**src/rtl/pix_fifo_pkg.sv**
```systemverilog
// Shared pixel types and elaboration helpers for the pixel FIFO slice.
package pix_fifo_pkg;

   typedef logic [11:0] pix_t;

   typedef struct packed {
      logic last;
      pix_t d;
   } pix_word_t;

   localparam int PIX_W  = $bits(pix_t);
   localparam int WORD_W = $bits(pix_word_t);

   function automatic bit is_pow2(input int n);
      return (n > 0) && ((n & (n - 1)) == 0);
   endfunction

endpackage

```
**src/rtl/pix_sync_fifo_ptr.sv**
```systemverilog
// Wrap-bit pointer: AddrWidth address bits plus one MSB that toggles on each lap.
module fifo_ptr #(
   parameter int AddrWidth = 4
) (
   input  logic               clk,
   input  logic               rst_n,
   input  logic               flush_i,
   input  logic               inc_i,
   output logic [AddrWidth:0] ptr_o
);

   logic [AddrWidth:0] ptr_q;
   logic [AddrWidth:0] ptr_d;

   // Flush wins over an increment in the same cycle.
   always_comb begin
      ptr_d = ptr_q;
      if (flush_i) begin
         ptr_d = '0;
      end else if (inc_i) begin
         ptr_d = ptr_q + (AddrWidth + 1)'(1);
      end
   end

   always_ff @(posedge clk or negedge rst_n) begin
      if (!rst_n) begin
         ptr_q <= '0;
      end else begin
         ptr_q <= ptr_d;
      end
   end

   assign ptr_o = ptr_q;

endmodule

```
**src/rtl/pix_sync_fifo.sv**
```systemverilog
// Single-clock first-word-fall-through pixel FIFO with end-of-line tag,
// fill level, almost-full watermark, sticky overflow and synchronous flush.
module pix_sync_fifo
   import pix_fifo_pkg::*;
#(
   parameter int Width         = PIX_W,
   parameter int Depth         = 16,
   parameter int AlmostFullThr = Depth - 2,
   parameter int AddrWidth     = $clog2(Depth)
) (
   input  logic               clk,
   input  logic               rst_n,
   input  logic               flush,
   input  logic               w,
   input  logic [Width-1:0]   wd,
   input  logic               wLast,
   output logic               wReady,
   input  logic               r,
   output logic [Width-1:0]   rd,
   output logic               rdLast,
   output logic               rdValid,
   output logic [AddrWidth:0] level,
   output logic               almostFull,
   output logic               overflow
);

   localparam logic [AddrWidth:0] AF_THR = (AddrWidth + 1)'(AlmostFullThr);

   generate
      if (Depth < 2 || !is_pow2(Depth)) begin : g_bad_depth
         $error("pix_sync_fifo: Depth must be a power of 2 and >= 2");
      end
      if (AddrWidth != $clog2(Depth)) begin : g_bad_addr
         $error("pix_sync_fifo: AddrWidth is derived from Depth and must not be overridden");
      end
      if (AlmostFullThr < 1 || AlmostFullThr > Depth) begin : g_bad_thr
         $error("pix_sync_fifo: AlmostFullThr must lie in 1..Depth");
      end
   endgenerate

   logic [AddrWidth:0]   wptr;
   logic [AddrWidth:0]   rptr;
   logic [AddrWidth-1:0] waddr;
   logic [AddrWidth-1:0] raddr;
   logic                 full;
   logic                 empty;
   logic                 wr_en;
   logic                 rd_en;
   logic [Width:0]       head;
   logic                 overflow_q;
   logic                 overflow_d;

   // Each entry holds {last, data}; no reset so the array maps onto LUT-RAM.
   logic [Width:0] mem_q [Depth];

   assign waddr = wptr[AddrWidth-1:0];
   assign raddr = rptr[AddrWidth-1:0];

   assign empty = (wptr == rptr);
   assign full  = (waddr == raddr) && (wptr[AddrWidth] != rptr[AddrWidth]);

   // Admission depends only on registered state, so a same-cycle read never frees room for a write.
   assign wr_en = w && !full && !flush;
   assign rd_en = r && !empty && !flush;

   fifo_ptr #(
      .AddrWidth (AddrWidth)
   ) u_wptr (
      .clk     (clk),
      .rst_n   (rst_n),
      .flush_i (flush),
      .inc_i   (wr_en),
      .ptr_o   (wptr)
   );

   fifo_ptr #(
      .AddrWidth (AddrWidth)
   ) u_rptr (
      .clk     (clk),
      .rst_n   (rst_n),
      .flush_i (flush),
      .inc_i   (rd_en),
      .ptr_o   (rptr)
   );

   always_ff @(posedge clk) begin
      if (wr_en) begin
         mem_q[waddr] <= {wLast, wd};
      end
   end

   always_comb begin
      overflow_d = overflow_q;
      if (flush) begin
         overflow_d = 1'b0;
      end else if (w && full) begin
         overflow_d = 1'b1;
      end
   end

   always_ff @(posedge clk or negedge rst_n) begin
      if (!rst_n) begin
         overflow_q <= 1'b0;
      end else begin
         overflow_q <= overflow_d;
      end
   end

   // Head is masked while empty so stale or uninitialised storage never reaches the outputs.
   assign head       = rdValid ? mem_q[raddr] : '0;
   assign rd         = head[Width-1:0];
   assign rdLast     = head[Width];
   assign rdValid    = !empty;
   assign wReady     = !full;
   assign level      = wptr - rptr;
   assign almostFull = (level >= AF_THR);
   assign overflow   = overflow_q;

endmodule
```
**config.mk**
```make
export PLATFORM = sky130hd
export DESIGN_NAME = pix_sync_fifo
export DESIGN_NICKNAME = d
export VERILOG_FILES = /design/src/rtl/pix_fifo_pkg.sv /design/src/rtl/pix_sync_fifo_ptr.sv /design/src/rtl/pix_sync_fifo.sv
export SDC_FILE = /design/constraint.sdc
export NUM_CORES = 1
export LEC_CHECK = 0
export BUFFER_PORTS_ARGS = -buffer_cell sky130_fd_sc_hd__buf_2
export CAP_MARGIN = 0
export CORE_MARGIN = 2
export CORE_UTILIZATION = 65
export CTS_BUF_LIST = sky130_fd_sc_hd__clkbuf_16
export CTS_CLUSTER_DIAMETER = 100
export DETAILED_ROUTE_END_ITERATION = 10
export PLACE_DENSITY = 0.84
export SYNTH_ARGS = -nofsm -noshare
export SYNTH_HDL_FRONTEND = slang
export SYNTH_HIERARCHICAL = 1
export SYNTH_SLANG_ARGS = --single-unit
```
**constraint.sdc**
```tcl
create_clock -name clk -period 6.3 [get_ports clk]
set_input_delay 0.63 -clock clk [delete_from_list [all_inputs] [get_ports clk]]
set_output_delay 0.63 -clock clk [all_outputs]
set_load 0.05 [all_outputs]
```
After elaboration in Yosys (flattened, before gate mapping) --
Memory sizes are Yosys's and may differ from the RTL's. Cells that the tools add are included.
Word-level totals: register bits after elaboration 11, bits in writable memories 208, input port bits 18, output and inout bits 22, memories 1
Cells by class: add/sub/neg operators 3, $lt $le $gt $ge 1, equality and inequality tests 3, muxes and demuxes 9, reduce and logical (&&, ||, !) cells 12
Memory list:
- mem_q | depth 16, bits a word 13, rd ports 1, clocked after Yosys merged registers in 0, write ports 1, RTL line pix_sync_fifo.sv:54 | logic [Width:0] mem_q [Depth];
Operators with widths (number):
- 5-bit 2-to-1 mux | 4
- 13-bit 2-to-1 mux | 1
- 5-bit by 1-bit adder with 5-bit output, second input constant | 2
- 1-bit logical AND | 6
- 2-bit nonzero test | 3
- 5-bit equality test | 1
- 5-bit by 4-bit >= comparator with 1-bit output, second input constant | 1
- 5-bit subtractor | 1
- 4-bit equality test | 1
- 1-bit 2-to-1 mux | 4
- 1-bit zero test | 3
- 1-bit != test | 1

Logic depth before layout (Yosys ltp) --
depth after elaboration 7, depth in mapped cells 11, gate-level depth less buffers 8

Cells and area by module --
Netlist, hierarchy kept.
By module, submodules not included:
- pix_sync_fifo | instances 1, cells each 388, area each 8384.3 um^2, seq. area each 6271.0 um^2
- fifo_ptr | instances 2, cells each 22, area each 252.7 um^2, seq. area each 125.1 um^2

Least setup slack after synthesis --
OpenSTA, ideal clock, no wires.
path kind flip-flop to output port, from reg u_rptr.ptr_q[2], in the netlist u_rptr/ptr_o[2], to out rd[10], arrival time 3.263 ns, path slack 2.407 ns, stages on the path, launching flop included 10, buffers on the path 4, path through dfrtp_1 buf_4 buf_2 clkinv_1 buf_4 ha_1 and4_1 nor2b_1 clkbuf_1 a211oi_1
On the way: longest elaborated chain between the ends 2
RTL lines:
- start, declared | RTL line pix_sync_fifo_ptr.sv:12 | logic [AddrWidth:0] ptr_q;
- start signal, assigned | RTL line pix_sync_fifo_ptr.sv:29 | ptr_q <= ptr_d;
- memory 16 x 13 bit / 5-bit equality test (equally long branches)
- 13-bit 2-to-1 mux (*) | RTL line pix_sync_fifo.sv:110 | assign head = rdValid ? mem_q[raddr] : '0;
- end, declared | RTL line pix_sync_fifo.sv:19 | output logic [Width-1:0] rd,
Mark *: on every way between the ends. The rest lies on a longest branch, timed or not.

Worst setup path in the final report --
from reg u_rptr.ptr_q[2], in the netlist u_rptr/ptr_o[2], to mem mem_q[7][10] (netlist name), enable pin
On the way: longest elaborated chain between the ends 7
RTL lines:
- 4-bit equality test | RTL line pix_sync_fifo.sv:60 | assign full = (waddr == raddr) && (wptr[AddrWidth] != rptr[AddrWidth]);
- 1-bit logical AND | RTL line pix_sync_fifo.sv:60
- 1-bit zero test | RTL line pix_sync_fifo.sv:63 | assign wr_en = w && !full && !flush;
- 1-bit logical AND (2 in series) | RTL line pix_sync_fifo.sv:63
- net wr_en | RTL line pix_sync_fifo.sv:47 | logic wr_en;
- 1-bit 2-to-1 mux | RTL line pix_sync_fifo.sv:87 | if (wr_en) begin
- 1-bit 2-to-1 mux (not written as such) | RTL line pix_sync_fifo.sv:88 | mem_q[waddr] <= {wLast, wd};
- end, declared | RTL line pix_sync_fifo.sv:54
The timed path passes the listed nets, and every way through them passes these cells.

==> flow_metrics.tcl <==
set metrics [dict create \
    startpoint_type "register" \
    dieArea_sq_um 14630 \
    die_h_um 120.9 \
    outcome "finished, final reports clean" \
    ctsResizeCount 0 \
    drive_gt1_share_pct 30.71 \
    tightest_slew_ps 1218 \
    die_x_um 120.9 \
    clk_latency_ps 490 \
    fin_area_sq_um 10020 \
    skew_ps 17.09 \
    ys_seq_area_share_pct 73.36 \
    final_hold_viol_count 0 \
    grt_max_degree 56 \
    cts-root-buf "clkbuf_16" \
    cts.path.max_buffers 3 \
    dp_cells 644 \
    core-area_sq_um 13300 \
    synthCells 432 \
    setup_tns_ps 0 \
    start_util_pct 66.86 \
    grt_overflow 0 \
    final_common_cell "edfxtp_1" \
    wirelength_um 18270 \
    finalSetupViolations 0 \
    fin_crit_sh_pct 67.80 \
    async_flop_share_pct 5.023 \
    drc 0 \
    wl_per_cell_um 26.67 \
    cap_violations 0 \
    grt_pass1_wl_um 28120 \
    cts_setup_buffers 0 \
    synth-main-ff-cell "edfxtp_1" \
    fmax_ghz 0.2341 \
    num_vias 4467 \
    crit_type "reg2reg" \
    cts_sinks 219 \
    rsz0062_at_grt "no" \
    crit_required_ps 6400 \
    numCtsBuffers 22 \
    io_pins 40 \
    end_kind "register" \
    portBuffers 39 \
    path_clk_slew_ps 60 \
    drt_iter0_drc 469 \
    critPathMaxFanout 14 \
    cts_tree "built" \
    grt_pass1_vias 4514 \
    grt_use_total_pct 26.64 \
    ir_drop_mv 0.3135 \
    ant_nets 0 \
    synth-seq-cells 219 \
    routed_via_density 6.521 \
    finalCriticalPeriod_ps 4271 \
    synth_nets 457 \
    stdcell_count 685 \
    syn_area_per_cell_sq_um 20.58 \
    synth_edf_count 208 \
    h-tree-depth 1 \
    syn_area_sq_um 8890 \
    hold_path_class "in2reg" \
    layout_common_cells "edfxtp_1, mux4_2, buf_2, clkbuf_16, nor2_1" \
    place_area_sq_um 9300 \
    ys_types 41 \
    hpwl_um 10560 \
    ys_warn_count 6 \
    first_pass_iters 5 \
    power_density_nw_per_um2 304.9 \
    rows 42 \
    arrival_ps 4370 \
    max_slew_margin_pct 18.53 \
    p_leak_nw 3.394 \
    finalPower_mw 3.055 \
    antenna_found_initial 1 \
    slew_viol_final 0 \
    layout.nets 518 \
    ctsHoldBuffers 1 \
    routabilityCongestion 0.8520 \
    area_growth_pct 12.71 \
]
## worst paths after layout
kind / cells after the start / from / slack (ps) / endpoint
min reg2reg: 2 / overflow / 530 / overflow
max in group asynchronous: 2 / rst_n / 5530 / u_rptr/ptr_o[1]
max: 6 / u_rptr/ptr_o[2] / 2030 / mem_q[7][10]
min in group asynchronous: 2 / rst_n / 540 / u_wptr/ptr_o[2]
max reg2reg: 6 / u_rptr/ptr_o[2] / 2030 / mem_q[7][10]
min: 3 / w / 470 / overflow
## where the power goes
| group | total [mW] | internal, mW | switching [mW] | leakage [nW] |
|---|---|---|---|---|
| Clock | 1.26 | 0.743 | 0.518 | 0.361 |
| Sequential | 1.61 | 1.60 | 0.00428 | 2.02 |
| Combinational | 0.188 | 0.0558 | 0.132 | 1.01 |
| Total | 3.06 | 2.40 | 0.654 | 3.39 |
## critical path: stages (launching register included)
cell and delay [ps]:
dfrtp_1 360, clkinv_1 610, ha_1 630, and4_1 230, a21oi_1 710, nand3_1 330, nor2_1 1000
## flip-flops by register name (all words and copies together), names as in the netlist
signal,flops
mem_q,208
overflow,1
u_wptr/ptr_o,5
u_rptr/ptr_o,5
## cells in the mapped netlist (2+ instances only)
cell type / count / area (sq um)
mux4_1: 3 / 78.83
nand3_1: 4 / 20.02
xor2_1: 3 / 26.28
buf_6: 3 / 33.78
mux2i_1: 15 / 150.1
edfxtp_1: 208 / 6246
a211oi_2: 8 / 100.1
a211oi_1: 18 / 135.1
ha_1: 6 / 75.07
nor2_1: 21 / 78.83
nand2b_1: 3 / 18.77
nand3b_1: 2 / 15.01
nand4_1: 4 / 25.02
mux2_1: 2 / 22.52
a21bo_1: 2 / 20.02
mux4_2: 49 / 1104
a21oi_1: 4 / 20.02
nor3_1: 4 / 20.02
nand2_1: 2 / 7.510
buf_4: 9 / 67.56
xnor2_1: 2 / 17.52
inv_1: 7 / 26.28
clkbuf_1: 3 / 11.26
mux2_4: 2 / 30.03
dfrtp_1: 11 / 275.3
nor2b_1: 19 / 118.9
buf_2: 4 / 20.02
## per-layer routing
metal	vias to the layer above	global-route usage (%)	share of wire [%]	wire (um)
li1	1894	-	-	-
met1	2271	38.52	39	7180
met2	253	41.33	49	8879
met3	49	4.981	8.3	1516
met4	0	10.32	3.8	692
met5	-	0	0	0
## cell families after synthesis
family                     count (synthesis)  synth area share, %
buffers and inverters                     30                2.252
adders and majority gates                  7                1.070
AOI/OAI and AO/OA                         37                3.505
and+or+nand+nor                           63                3.744
xor gates and xnor gates                   5               0.4927
DFF                                      219                73.36
muxes                                     71                15.58
## per-stage QoR
stage / hold slack (ps) / utilization (%) / setup slack, ps
after floorplan: 334.4 / - / 2407
after global placement: 479.6 / 69.95 / 2260
after detailed placement: 490.0 / 69.95 / 2123
after CTS: 407.1 / 75.34 / 2025
after global routing: 480.0 / 75.36 / 1843
final: 465.6 / 75.36 / 2029
## cell type report
cell class              instances  area (sq um)
flip-flops and latches        219          6524
fillers                       698          3276
multi-input cells             183          2188
clock buffers                  23         575.6
repair buffers                 59         347.8
well taps                     176         220.2
clock inverters                16         131.4
inverters                       8         30.03
diodes                          1         2.502
Power figures use the tool's default switching activity.
